## config.mk

```make
export PLATFORM = sky130hd
export DESIGN_NAME = mem_port_arbiter
export DESIGN_NICKNAME = d
export VERILOG_FILES = /design/src/rtl/mem_port_arbiter.sv
export SDC_FILE = /design/constraint.sdc
export NUM_CORES = 1
export LEC_CHECK = 0
export ABC_CLOCK_PERIOD_IN_PS = 3620
export BUFFER_PORTS_ARGS = -buffer_cell sky130_fd_sc_hd__buf_2
export CAP_MARGIN = 10
export CORE_AREA = 3 3 108 110
export DETAILED_ROUTE_END_ITERATION = 16
export DIE_AREA = 0 0 111 113
export PLACE_DENSITY = 0.81
export SLEW_MARGIN = 20
export SYNTH_ARGS = -nofsm -noshare
export SYNTH_HDL_FRONTEND = slang
export SYNTH_SLANG_ARGS = --single-unit
```

## constraint.sdc

```tcl
create_clock -name clk -period 3.62 [get_ports clk]
set_input_delay 0.905 -clock clk [delete_from_list [all_inputs] [get_ports clk]]
set_output_delay 0.905 -clock clk [all_outputs]
set_load 0.05 [all_outputs]
```

## src/rtl/mem_port_arbiter.sv

```systemverilog
// Arbitrates the single main-memory word port between I-cache refills and D-cache refill/write-back bursts.
// Optional ARB_RR_EN: round-robin tie-break instead of fixed D-side priority.
module mem_port_arbiter #(
  parameter int ADDR_W   = 32,
  parameter int LINE_LOG = 3
) (
  input  logic                clk,
  input  logic                rst,
  input  logic                ic_req,
  input  logic [ADDR_W-1:0]   ic_addr,
  output logic                ic_gnt,
  output logic                ic_rvalid,
  output logic [31:0]         ic_rdata,
  output logic [LINE_LOG-1:0] ic_beat,
  output logic                ic_done,
  input  logic                dc_req,
  input  logic                dc_we,
  input  logic [ADDR_W-1:0]   dc_addr,
  input  logic [31:0]         dc_wdata,
  output logic [LINE_LOG-1:0] dc_wbeat,
  output logic                dc_wnext,
  output logic                dc_gnt,
  output logic                dc_rvalid,
  output logic [31:0]         dc_rdata,
  output logic [LINE_LOG-1:0] dc_beat,
  output logic                dc_done,
  output logic                mem_req,
  output logic                mem_we,
  output logic [ADDR_W-1:0]   mem_addr,
  output logic [31:0]         mem_wdata,
  input  logic                mem_ready,
  input  logic [31:0]         mem_rdata
);

  localparam int BASE_W = ADDR_W - LINE_LOG - 2;

  typedef enum logic [1:0] {IDLE, GNT_I, GNT_D} state_t;

  state_t              state_q, state_d;
  logic [LINE_LOG-1:0] beat_q, beat_d;
  logic [BASE_W-1:0]   base_q, base_d;
  logic                dir_q, dir_d;
  logic                pick_d;
  logic                last_beat;
  logic                wr_mode;
  logic                ic_hs, dc_rd_hs;

  logic                ic_rvalid_q, ic_done_q, dc_rvalid_q, dc_done_q;
  logic [31:0]         ic_rdata_q, dc_rdata_q;
  logic [LINE_LOG-1:0] ic_beat_q, dc_beat_q;

  logic unused_offs;
  assign unused_offs = ^{ic_addr[LINE_LOG+1:0], dc_addr[LINE_LOG+1:0]};

`ifdef ARB_RR_EN
  // last_d_q: 1 = D side owned the port most recently, 0 = I side
  logic last_d_q, last_d_d;

  always_comb begin
    pick_d = dc_req;
    if (dc_req && ic_req) pick_d = ~last_d_q;
  end

  always_ff @(posedge clk or negedge rst) begin
    if (!rst) last_d_q <= 1'b0;
    else      last_d_q <= last_d_d;
  end
`else
  always_comb pick_d = dc_req;
`endif

  assign last_beat = &beat_q;

  always_comb begin
    state_d = state_q;
    beat_d  = beat_q;
    base_d  = base_q;
    dir_d   = dir_q;
`ifdef ARB_RR_EN
    last_d_d = last_d_q;
`endif
    case (state_q)
      IDLE: begin
        if (dc_req || ic_req) begin
          beat_d = '0;
          if (pick_d) begin
            state_d = GNT_D;
            base_d  = dc_addr[ADDR_W-1:LINE_LOG+2];
            dir_d   = dc_we;
`ifdef ARB_RR_EN
            last_d_d = 1'b1;
`endif
          end else begin
            state_d = GNT_I;
            base_d  = ic_addr[ADDR_W-1:LINE_LOG+2];
            dir_d   = 1'b0;
`ifdef ARB_RR_EN
            last_d_d = 1'b0;
`endif
          end
        end
      end
      GNT_I, GNT_D: begin
        if (mem_ready) begin
          beat_d = beat_q + 1'b1;
          if (last_beat) state_d = IDLE;
        end
      end
      default: state_d = IDLE;
    endcase
  end

  always_ff @(posedge clk or negedge rst) begin
    if (!rst) begin
      state_q <= IDLE;
      beat_q  <= '0;
      base_q  <= '0;
      dir_q   <= 1'b0;
    end else begin
      state_q <= state_d;
      beat_q  <= beat_d;
      base_q  <= base_d;
      dir_q   <= dir_d;
    end
  end

  assign ic_gnt    = (state_q == GNT_I);
  assign dc_gnt    = (state_q == GNT_D);
  assign wr_mode   = dc_gnt & dir_q;
  assign mem_req   = ic_gnt | dc_gnt;
  assign mem_we    = wr_mode;
  assign mem_addr  = mem_req ? {base_q, beat_q, 2'b00} : '0;
  assign mem_wdata = wr_mode ? dc_wdata : '0;
  assign dc_wbeat  = wr_mode ? beat_q : '0;
  assign dc_wnext  = wr_mode & mem_ready;

  assign ic_hs    = ic_gnt & mem_ready;
  assign dc_rd_hs = dc_gnt & ~dir_q & mem_ready;

  // Read words and done pulses are registered; write done lands on the same cycle offset
  always_ff @(posedge clk or negedge rst) begin
    if (!rst) begin
      ic_rvalid_q <= 1'b0;
      ic_done_q   <= 1'b0;
      ic_rdata_q  <= '0;
      ic_beat_q   <= '0;
      dc_rvalid_q <= 1'b0;
      dc_done_q   <= 1'b0;
      dc_rdata_q  <= '0;
      dc_beat_q   <= '0;
    end else begin
      ic_rvalid_q <= ic_hs;
      ic_done_q   <= ic_hs & last_beat;
      if (ic_hs) begin
        ic_rdata_q <= mem_rdata;
        ic_beat_q  <= beat_q;
      end
      dc_rvalid_q <= dc_rd_hs;
      dc_done_q   <= dc_gnt & mem_ready & last_beat;
      if (dc_rd_hs) begin
        dc_rdata_q <= mem_rdata;
        dc_beat_q  <= beat_q;
      end
    end
  end

  assign ic_rvalid = ic_rvalid_q;
  assign ic_done   = ic_done_q;
  assign ic_rdata  = ic_rdata_q;
  assign ic_beat   = ic_beat_q;
  assign dc_rvalid = dc_rvalid_q;
  assign dc_done   = dc_done_q;
  assign dc_rdata  = dc_rdata_q;
  assign dc_beat   = dc_beat_q;

endmodule

```

==> results of run 1 <==
==> final timing paths <==
kind | endpoint | slack (ps) | cells after the start
max | mem_addr[16] | 380 | 4
min | dc_beat[1] | 480 | 2
max reg2reg | dc_rdata[26] | 1000 | 5
min reg2reg | dc_beat[1] | 480 | 2
max in group asynchronous | beat_q[2] | 2590 | 2
min in group asynchronous | ic_rdata[17] | 600 | 2
==> sequential cells by signal (all words and copies together) (netlist names), 2 cells and up <==
signal,count
dc_rdata,32
ic_rdata,32
base_q,27
beat_q,3
dc_beat,3
ic_beat,3
state_q,2
==> cell families after synthesis <==
family                     after synthesis  share of synthesized area [%]
AOI/OAI and AO/OA                       38                           4.24
adders and majority gates                6                           1.54
buffers and inverters                   37                           4.09
DFF                                    107                           55.0
muxes                                   97                           22.8
other                                    1                         0.0770
and+or+nand+nor                        109                           12.2
==> metal layers <==
layer | up-vias | GRT usage (%) | wire, um
met3 | 12 | 4.76 | 897
met2 | 169 | 32.7 | 6200
met4 | 0 | 5.67 | 147
met5 | - | 0 | 0
li1 | 1858 | - | -
met1 | 1850 | 24.9 | 5140
==> report_power, final <==
group	total (W)	internal [W]	switching [W]
sequential	0.00211	0.00177	0.000334
combinational	0.00443	0.00120	0.00323
clock	0.000670	0.000291	0.000379
==> Yosys cell counts <==
cell / instances
o21ai_2: 1
and2_1: 31
nand2_1: 34
a21oi_1: 3
o211ai_1: 1
nand3b_1: 2
mux2i_1: 30
a32o_1: 1
clkbuf_1: 13
buf_6: 4
nor2_1: 1
mux2_2: 50
nand3_1: 1
nor2b_1: 1
buf_4: 5
inv_1: 6
conb_1: 1
a21bo_2: 1
ha_1: 6
nand2b_1: 1
mux2_1: 2
dfrtp_1: 107
buf_2: 9
mux2_4: 15
and3_1: 38
o21ai_0: 31
==> stage by stage <==
stage,utilization (%),area [um2],instances
after floorplan,-,4870,396
after global placement,58.1,6270,775
after detailed placement,58.1,6270,775
after CTS,59.7,6450,791
after global routing,60.0,6470,792
final,60.0,6470,792
==> final cells by class <==
class,count,area [um2]
Inverter,6,22.5
Clock buffer,13,159
Timing Repair Buffer,271,1410
Multi-Input combinational cell,252,2010
Fill cell,876,4320
Clock inverter,3,21.3
Sequential cell,107,2680
Tap cell,140,175
==> tightest hold or removal path, cell delays in order, from the launching register on <==
cell and delay, ps:
dfrtp_1 350, nand2_1 40, o21ai_0 60
==> impl_metrics.env, run 1 <==
export IMPL_grt_overflow=0
export IMPL_synthesized_area_divided_by_synthesized_cell_count_um2=12.3
export IMPL_number_of_iterations_in_the_first_detailed_routing_pass=4
export IMPL_h_tree_depth=3
export IMPL_count_of_pins_on_the_block_boundary=280
export IMPL_final_max_slew_viol_count=0
export IMPL_chipHeight_um=113
export IMPL_worst_r2r_start="state_q[0]"
export IMPL_final_setup_worst_slack_ps=381
export IMPL_synth_warning_count=0
export IMPL_drt_antenna_violating_nets=0
export IMPL_critPathKind="flip-flop to output port"
export IMPL_seq_area_frac_synth_pct=55.0
export IMPL_antenna_cells_inserted=0
export IMPL_setup_repair_after_global_routing_missed_its_margin="no"
export IMPL_crit_buf_inv=2
export IMPL_ctsRootBufferMaster="clkbuf_8"
export IMPL_post_synth_top_area_fraction_pct=55.0
export IMPL_tns_ps=0
export IMPL_worst_path_largest_cell_delay_ps=930
export IMPL_critical_path_top_delay_family="adder cells"
export IMPL_placeableCoreArea_um2=10800
export IMPL_ratio_of_cells_with_drive_above_1_in_the_final_layout_pct=54.1
export IMPL_timing_critical_path_to_type="output port"
export IMPL_drcViolationCount=0
export IMPL_count_of_mapped_cells_out_of_synthesis=395
export IMPL_yosysTopAreaCell="dfrtp_1"
export IMPL_vias=3889
export IMPL_hold_ws_ps=482
export IMPL_num_nets_final=787
export IMPL_grt_pass1_wl_mm=19.7
export IMPL_yosys_register_bits=107
export IMPL_final_hold_viol_count=0
export IMPL_power_density_cell_area_nw_per_um2=1110
export IMPL_critPathSlowestCell="ha_1"
export IMPL_path_max_fanout=36
export IMPL_timing_critical_path_from_type="flip-flop"
export IMPL_worstPathCellList="inv_1, ha_1, and2_1, buf_2"
export IMPL_cp_arrival_ps=2330
export IMPL_holdBufCountCts=0
export IMPL_cap_violations=0
export IMPL_numPortBuffers=267
export IMPL_holdCritStartpoint="dc_beat[1]"
export IMPL_hold_path_class="flip-flop to flip-flop"
export IMPL_global_route_usage_total_pct=19.4
export IMPL_post_cts_setup_buffer_count=0
export IMPL_wire_per_inst_um=15.6
export IMPL_area_delta_synth_final_pct=33.0
export IMPL_status="finished, final reports clean"
export IMPL_number_of_global_route_vias_before_repair=3897
export IMPL_clock_tree_from_tritoncts="done"
export IMPL_layout_commonest_cell="buf_2"
export IMPL_via_cell_ratio=4.91
export IMPL_grt_max_degree=108
export IMPL_final_period_utilization_pct=89.5
export IMPL_commonest_cells_after_routing_fill_and_taps_aside="buf_2, dfrtp_1, mux2_2"
export IMPL_syn_cell_area_um2=4870
export IMPL_postRouteWirelength_mm=12.4
export IMPL_first_iter_violations=181
export IMPL_worst_setup_path_startpoint="state_q[1]"
export IMPL_worst_setup_hold_path_clk_slew_ps=100
export IMPL_cts_made_buffers=9
export IMPL_antenna_violations_before_repair=0
export IMPL_p_total_w=0.00720
export IMPL_worst_clock_skew_ps=10.9
export IMPL_chipWidth_um=111
export IMPL_static_leakage_power_nw=3.68
export IMPL_slew_headroom_pct=34.5
export IMPL_final_min_clock_period_ps=3240
export IMPL_finalWeightedCongestion=0.871
export IMPL_placementRows=38
export IMPL_start_util_pct=45.1
export IMPL_power_ir_vdd_worst_v=0.000625
export IMPL_clock_fmax_ghz=0.309
export IMPL_dp_worst_setup_slack_ps=813
export IMPL_die_area_um2=12500
export IMPL_clock_latency_ps=350
export IMPL_post_synth_main_area_contributors="dfrtp_1, mux2_2, mux2i_1"
export IMPL_dp_hpwl_mm=9.47
export IMPL_cts_sinks=107
export IMPL_cts_repair_resize_count=0
export IMPL_required_ps=2710
export IMPL_setup_violations_final=0
export IMPL_worstMarginPinSlew_ps=983
export IMPL_netlist_cell_type_count=26
export IMPL_clk_path_buf_depth=2
Note: power is estimated with default switching activity, not from simulation.
==> inputs of run 2 (changes only) <==
Settings changed: BUFFER_PORTS_ARGS -buffer_cell sky130_fd_sc_hd__buf_2 to -buffer_cell sky130_fd_sc_hd__clkbuf_2.
==> run 2 against run 1 <==
Against the previous run:
- flip-flop and latch count is the same
- fmax shrank 0.10%
- utilization is essentially flat
- first-iteration DRC count shrank 35%
- non-clock buffer count grew 2
- critical endpoint is now mem_addr[6]
- largest cell class unchanged
==> impl_metrics.env, run 2 (synthesis results as in run 1) <==
export IMPL_final_max_slew_viol_count=0
export IMPL_ratio_of_cells_with_drive_above_1_in_the_final_layout_pct=54.6
export IMPL_chipHeight_um=113
export IMPL_antenna_violations_before_repair=0
export IMPL_critical_path_top_delay_family="adder cells"
export IMPL_finalWeightedCongestion=0.845
export IMPL_area_delta_synth_final_pct=33.1
export IMPL_grt_max_degree=50
export IMPL_h_tree_depth=3
export IMPL_slew_headroom_pct=36.1
export IMPL_postRouteWirelength_mm=12.1
export IMPL_chipWidth_um=111
export IMPL_critPathKind="flip-flop to output port"
export IMPL_grt_pass1_wl_mm=19.8
export IMPL_clk_path_buf_depth=2
export IMPL_final_period_utilization_pct=89.6
export IMPL_post_cts_setup_buffer_count=0
export IMPL_num_nets_final=789
export IMPL_timing_critical_path_from_type="flip-flop"
export IMPL_clock_fmax_ghz=0.308
export IMPL_number_of_iterations_in_the_first_detailed_routing_pass=4
export IMPL_numPortBuffers=267
export IMPL_holdBufCountCts=0
export IMPL_hold_path_class="flip-flop to flip-flop"
export IMPL_first_iter_violations=117
export IMPL_timing_critical_path_to_type="output port"
export IMPL_critPathSlowestCell="ha_1"
export IMPL_finalInstanceArea_um2=6480
export IMPL_grt_overflow=0
export IMPL_timing_reg2reg_setup_slack_ps=1060
export IMPL_path_max_fanout=36
export IMPL_count_of_pins_on_the_block_boundary=280
export IMPL_commonest_cells_after_routing_fill_and_taps_aside="clkbuf_2, dfrtp_1, mux2_2"
export IMPL_crit_buf_inv=2
export IMPL_worst_clock_skew_ps=8.09
export IMPL_setup_violations_final=0
export IMPL_hold_ws_ps=483
export IMPL_number_of_global_route_vias_before_repair=3996
export IMPL_wire_per_inst_um=15.2
export IMPL_placementRows=38
export IMPL_dp_worst_setup_slack_ps=751
export IMPL_ctsRootBufferMaster="clkbuf_8"
export IMPL_tns_ps=0
export IMPL_final_hold_viol_count=0
export IMPL_worstPathCellList="inv_1, ha_1, and2_1, clkbuf_2"
export IMPL_drcViolationCount=0
export IMPL_via_cell_ratio=4.85
export IMPL_global_route_usage_total_pct=19.5
export IMPL_layout_commonest_cell="clkbuf_2"
export IMPL_cp_arrival_ps=2340
export IMPL_status="finished, final reports clean"
export IMPL_clock_tree_from_tritoncts="done"
export IMPL_clock_latency_ps=360
export IMPL_antenna_cells_inserted=0
export IMPL_die_area_um2=12500
export IMPL_dpl_instance_area_um2=6280
export IMPL_vias=3847
export IMPL_final_setup_worst_slack_ps=377
export IMPL_worst_path_largest_cell_delay_ps=900
export IMPL_start_util_pct=45.1
export IMPL_cts_sinks=107
export IMPL_placeableCoreArea_um2=10800
export IMPL_worstMarginPinSlew_ps=959
export IMPL_worst_setup_hold_path_clk_slew_ps=100
export IMPL_setup_repair_after_global_routing_missed_its_margin="no"
export IMPL_drt_antenna_violating_nets=0
export IMPL_cts_repair_resize_count=0
export IMPL_final_min_clock_period_ps=3240
export IMPL_cts_made_buffers=9
export IMPL_dp_hpwl_mm=9.40
export IMPL_cap_violations=0
export IMPL_required_ps=2710
-- run 2: cell types whose count changed in the layout (fill, tap and decap cells not counted), sizes merged --
cell      delta
clkbuf     +262
clkinv       +2
buf        -264
clkinvlp     +1
bufinv       +1
-- run 2: area by class of cell --
type                            count  area, um2
Sequential cell                   107       2680
Clock buffer                        9        124
Fill cell                         875       4320
Tap cell                          140        175
Inverter                            6       22.5
Multi-Input combinational cell    252       2010
Clock inverter                      7       76.3
Timing Repair Buffer              273       1400
-- run 2: metrics by stage --
step                      cells  utilization [%]
after floorplan             396                -
after global placement      778             58.2
after detailed placement    778             58.2
after CTS                   794             60.0
after global routing        794             60.0
final                       794             60.0
-- run 2: final timing paths --
path / to / from / depth (start not counted)
max in group asynchronous: dc_done / rst / 2
min in group asynchronous: dc_rdata[17] / rst / 1
min reg2reg: base_q[25] / base_q[25] / 2
min: base_q[25] / base_q[25] / 2
max reg2reg: dc_rdata[22] / state_q[0] / 5
max: mem_addr[6] / state_q[1] / 4
-- run 2: layer usage --
| metal | global-route usage (%) | wire [um] | up-vias |
|---|---|---|---|
| li1 | - | - | 1860 |
| met1 | 24.8 | 5190 | 1818 |
| met2 | 33.3 | 5930 | 155 |
| met3 | 3.96 | 781 | 14 |
| met4 | 7.06 | 190 | 0 |
| met5 | 0 | 0 | - |
-- run 2: worst min-delay path: cells and delay by family (launching register included) --
| family | cells | cell delay [ps] |
|---|---|---|
| AOI/OAI and AO/OA | 1 | 60 |
| DFF | 1 | 350 |
| and+or+nand+nor | 1 | 40 |
Power of run 2 is not shown: default switching activity piles up to over one toggle a cycle in this logic, so the estimate is an artifact.
==> inputs of run 3 (changes only) <==
==> constraint.sdc (replaced) <==
create_clock -name clk -period 3.62 [get_ports clk]
set_input_delay 0.362 -clock clk [delete_from_list [all_inputs] [get_ports clk]]
set_output_delay 0.362 -clock clk [all_outputs]
set_load 0.05 [all_outputs]
==> run 3 against run 2 <==
Against the previous run:
- via count up 0.26%
- count of clock-buffer cells in the layout up 4
- register-to-register slack better by 180 ps
- setup slack better by 600 ps
- first-iteration DRC count up 50%
- fmax up 23%
- worst hold slack worse by 260 ps
- final area down 0.56%
- critical path type unchanged
- critical endpoint is now mem_addr[5]
- largest cell class unchanged
==> impl_metrics.env, run 3 (synthesis results as in run 1) <==
export IMPL_status="finished, final reports clean"
export IMPL_crit_end="mem_addr[5]"
export IMPL_final_max_slew_viol_count=0
export IMPL_cellInternalPower_w=0.00320
export IMPL_wire_per_inst_um=15.7
export IMPL_clock_latency_ps=370
export IMPL_tns_ps=0
export IMPL_final_min_clock_period_ps=2650
export IMPL_start_util_pct=45.1
export IMPL_rr_worst_depth=5
export IMPL_finalWeightedCongestion=0.842
export IMPL_p_sw_w=0.00394
export IMPL_final_period_utilization_pct=73.1
export IMPL_h_tree_depth=3
export IMPL_count_of_pins_on_the_block_boundary=280
export IMPL_cts_made_buffers=9
export IMPL_chipHeight_um=113
export IMPL_numPortBuffers=267
export IMPL_layout_commonest_cell="clkbuf_2"
export IMPL_final_hold_viol_count=0
export IMPL_post_cts_setup_buffer_count=0
export IMPL_holdBufCountCts=1
export IMPL_chipWidth_um=111
export IMPL_antenna_cells_inserted=0
export IMPL_drcViolationCount=0
export IMPL_drt_antenna_violating_nets=0
export IMPL_share_seq_of_total_power_pct=29.7
export IMPL_grt_overflow=0
export IMPL_hold_path_class="primary input to flip-flop"
export IMPL_required_ps=3260
export IMPL_number_of_global_route_vias_before_repair=4002
export IMPL_clock_tree_from_tritoncts="done"
export IMPL_clock_fmax_ghz=0.378
export IMPL_timing_critical_path_from_type="flip-flop"
export IMPL_worst_clock_skew_ps=5.18
export IMPL_ratio_of_cells_with_drive_above_1_in_the_final_layout_pct=53.9
export IMPL_rr_endpoint="beat_q[0]"
export IMPL_worst_setup_path_startpoint="state_q[1]"
export IMPL_grt_max_degree=55
export IMPL_grt_pass1_wl_mm=20.4
export IMPL_power_ir_vdd_worst_v=0.000619
export IMPL_via_cell_ratio=4.86
export IMPL_cts_repair_resize_count=0
export IMPL_area_delta_synth_final_pct=32.3
export IMPL_cp_arrival_ps=2280
export IMPL_ctsRootBufferMaster="clkbuf_8"
export IMPL_slew_headroom_pct=36.1
export IMPL_placementRows=38
export IMPL_commonest_cells_after_routing_fill_and_taps_aside="clkbuf_2, dfrtp_1, mux2_2"
export IMPL_final_fill_count=872
export IMPL_placeableCoreArea_um2=10800
export IMPL_worst_r2r_start="state_q[1]"
export IMPL_clock_power_share_pct=9.0
export IMPL_number_of_iterations_in_the_first_detailed_routing_pass=4
export IMPL_clk_path_buf_depth=2
export IMPL_num_nets_final=789
export IMPL_utilization_pct=59.7
export IMPL_comb_power_share_pct=61.3
export IMPL_power_density_cell_area_nw_per_um2=1110
export IMPL_die_area_um2=12500
export IMPL_antenna_violations_before_repair=0
export IMPL_critPathKind="flip-flop to output port"
export IMPL_static_leakage_power_nw=3.64
export IMPL_setup_repair_after_global_routing_missed_its_margin="no"
export IMPL_postRouteWirelength_mm=12.4
export IMPL_first_iter_violations=176
export IMPL_worstMarginPinSlew_ps=959
export IMPL_path_max_fanout=36
export IMPL_dp_hpwl_mm=9.65
export IMPL_worst_setup_hold_path_clk_slew_ps=90
export IMPL_timing_critical_path_to_type="output port"
export IMPL_timing_reg2reg_setup_slack_ps=1240
export IMPL_setup_violations_final=0
export IMPL_cap_violations=0
export IMPL_global_route_usage_total_pct=20.2
export IMPL_cts_sinks=107
export IMPL_netSwitchingFraction_pct=55.2
export IMPL_vias=3857
[run 3: cell types whose count changed in the layout (fill, tap and decap cells not counted), sizes merged]
cell / delta
clkinvlp: -1
clkbuf: +4
dlygate4sd3: +1
bufinv: -1
inv: -1
buf: -1
clkinv: -2
[run 3: worst min path at each step]
stage | start | endpoint | slack, ps | depth (start not counted)
after floorplan | rst | base_q[0] | 70 | 0
after global placement | rst | dc_rdata[17] | 380 | 1
after detailed placement | rst | ic_rdata[17] | 390 | 1
after CTS | mem_rdata[30] | dc_rdata[30] | 200 | 2
after global routing | mem_rdata[30] | dc_rdata[30] | 200 | 2
final | mem_rdata[15] | ic_rdata[15] | 230 | 2
[run 3: per-layer routing]
metal | up-vias | track usage (%) | wire length, um | share of wire (%)
met1 | 1817 | 24.3 | 4980 | 40
met5 | - | 0 | 0 | 0
met2 | 176 | 35.3 | 6290 | 51
met3 | 13 | 6.68 | 997 | 8.0
li1 | 1851 | - | - | -
met4 | 0 | 5.01 | 141 | 1.1
[run 3: final cells by class]
type	count	area, um2	share of cell area [%]
multi-input cells	252	2010	31.1
clock buffers	13	149	2.31
flip-flops and latches	107	2680	41.6
well taps	140	175	2.72
clock inverters	2	12.5	0.194
repair buffers	273	1400	21.7
inverters	6	22.5	0.350
[run 3: critical path: stages, from the launching register on]
cell	delay, ps
dfrtp_1	400
inv_1	100
ha_1	870
and2_1	250
clkbuf_2	280
[run 3: per-stage QoR]
step / cells / hold slack, ps / setup WS, ps / power [W] / area [um2]
5_1_grt: 793 / 204 / 738 / 0.00754 / 6440
3_3_place_gp: 777 / 377 / 1260 / 0.00645 / 6270
2_1_floorplan: 396 / 66.4 / 1390 / 0.00553 / 4870
4_1_cts: 793 / 201 / 891 / 0.00722 / 6440
3_5_place_dp: 777 / 387 / 1200 / 0.00656 / 6270
6_report: 793 / 226 / 975 / 0.00714 / 6440
[run 3: power groups by stage]
stage	Sequential [W]	Combinational, W	Clock (W)
floorplan	0.00347	0.00207	0
global placement	0.00210	0.00435	0
detailed placement	0.00214	0.00442	0
CTS	0.00212	0.00442	0.000679
global route	0.00220	0.00462	0.000723
finish	0.00212	0.00437	0.000646
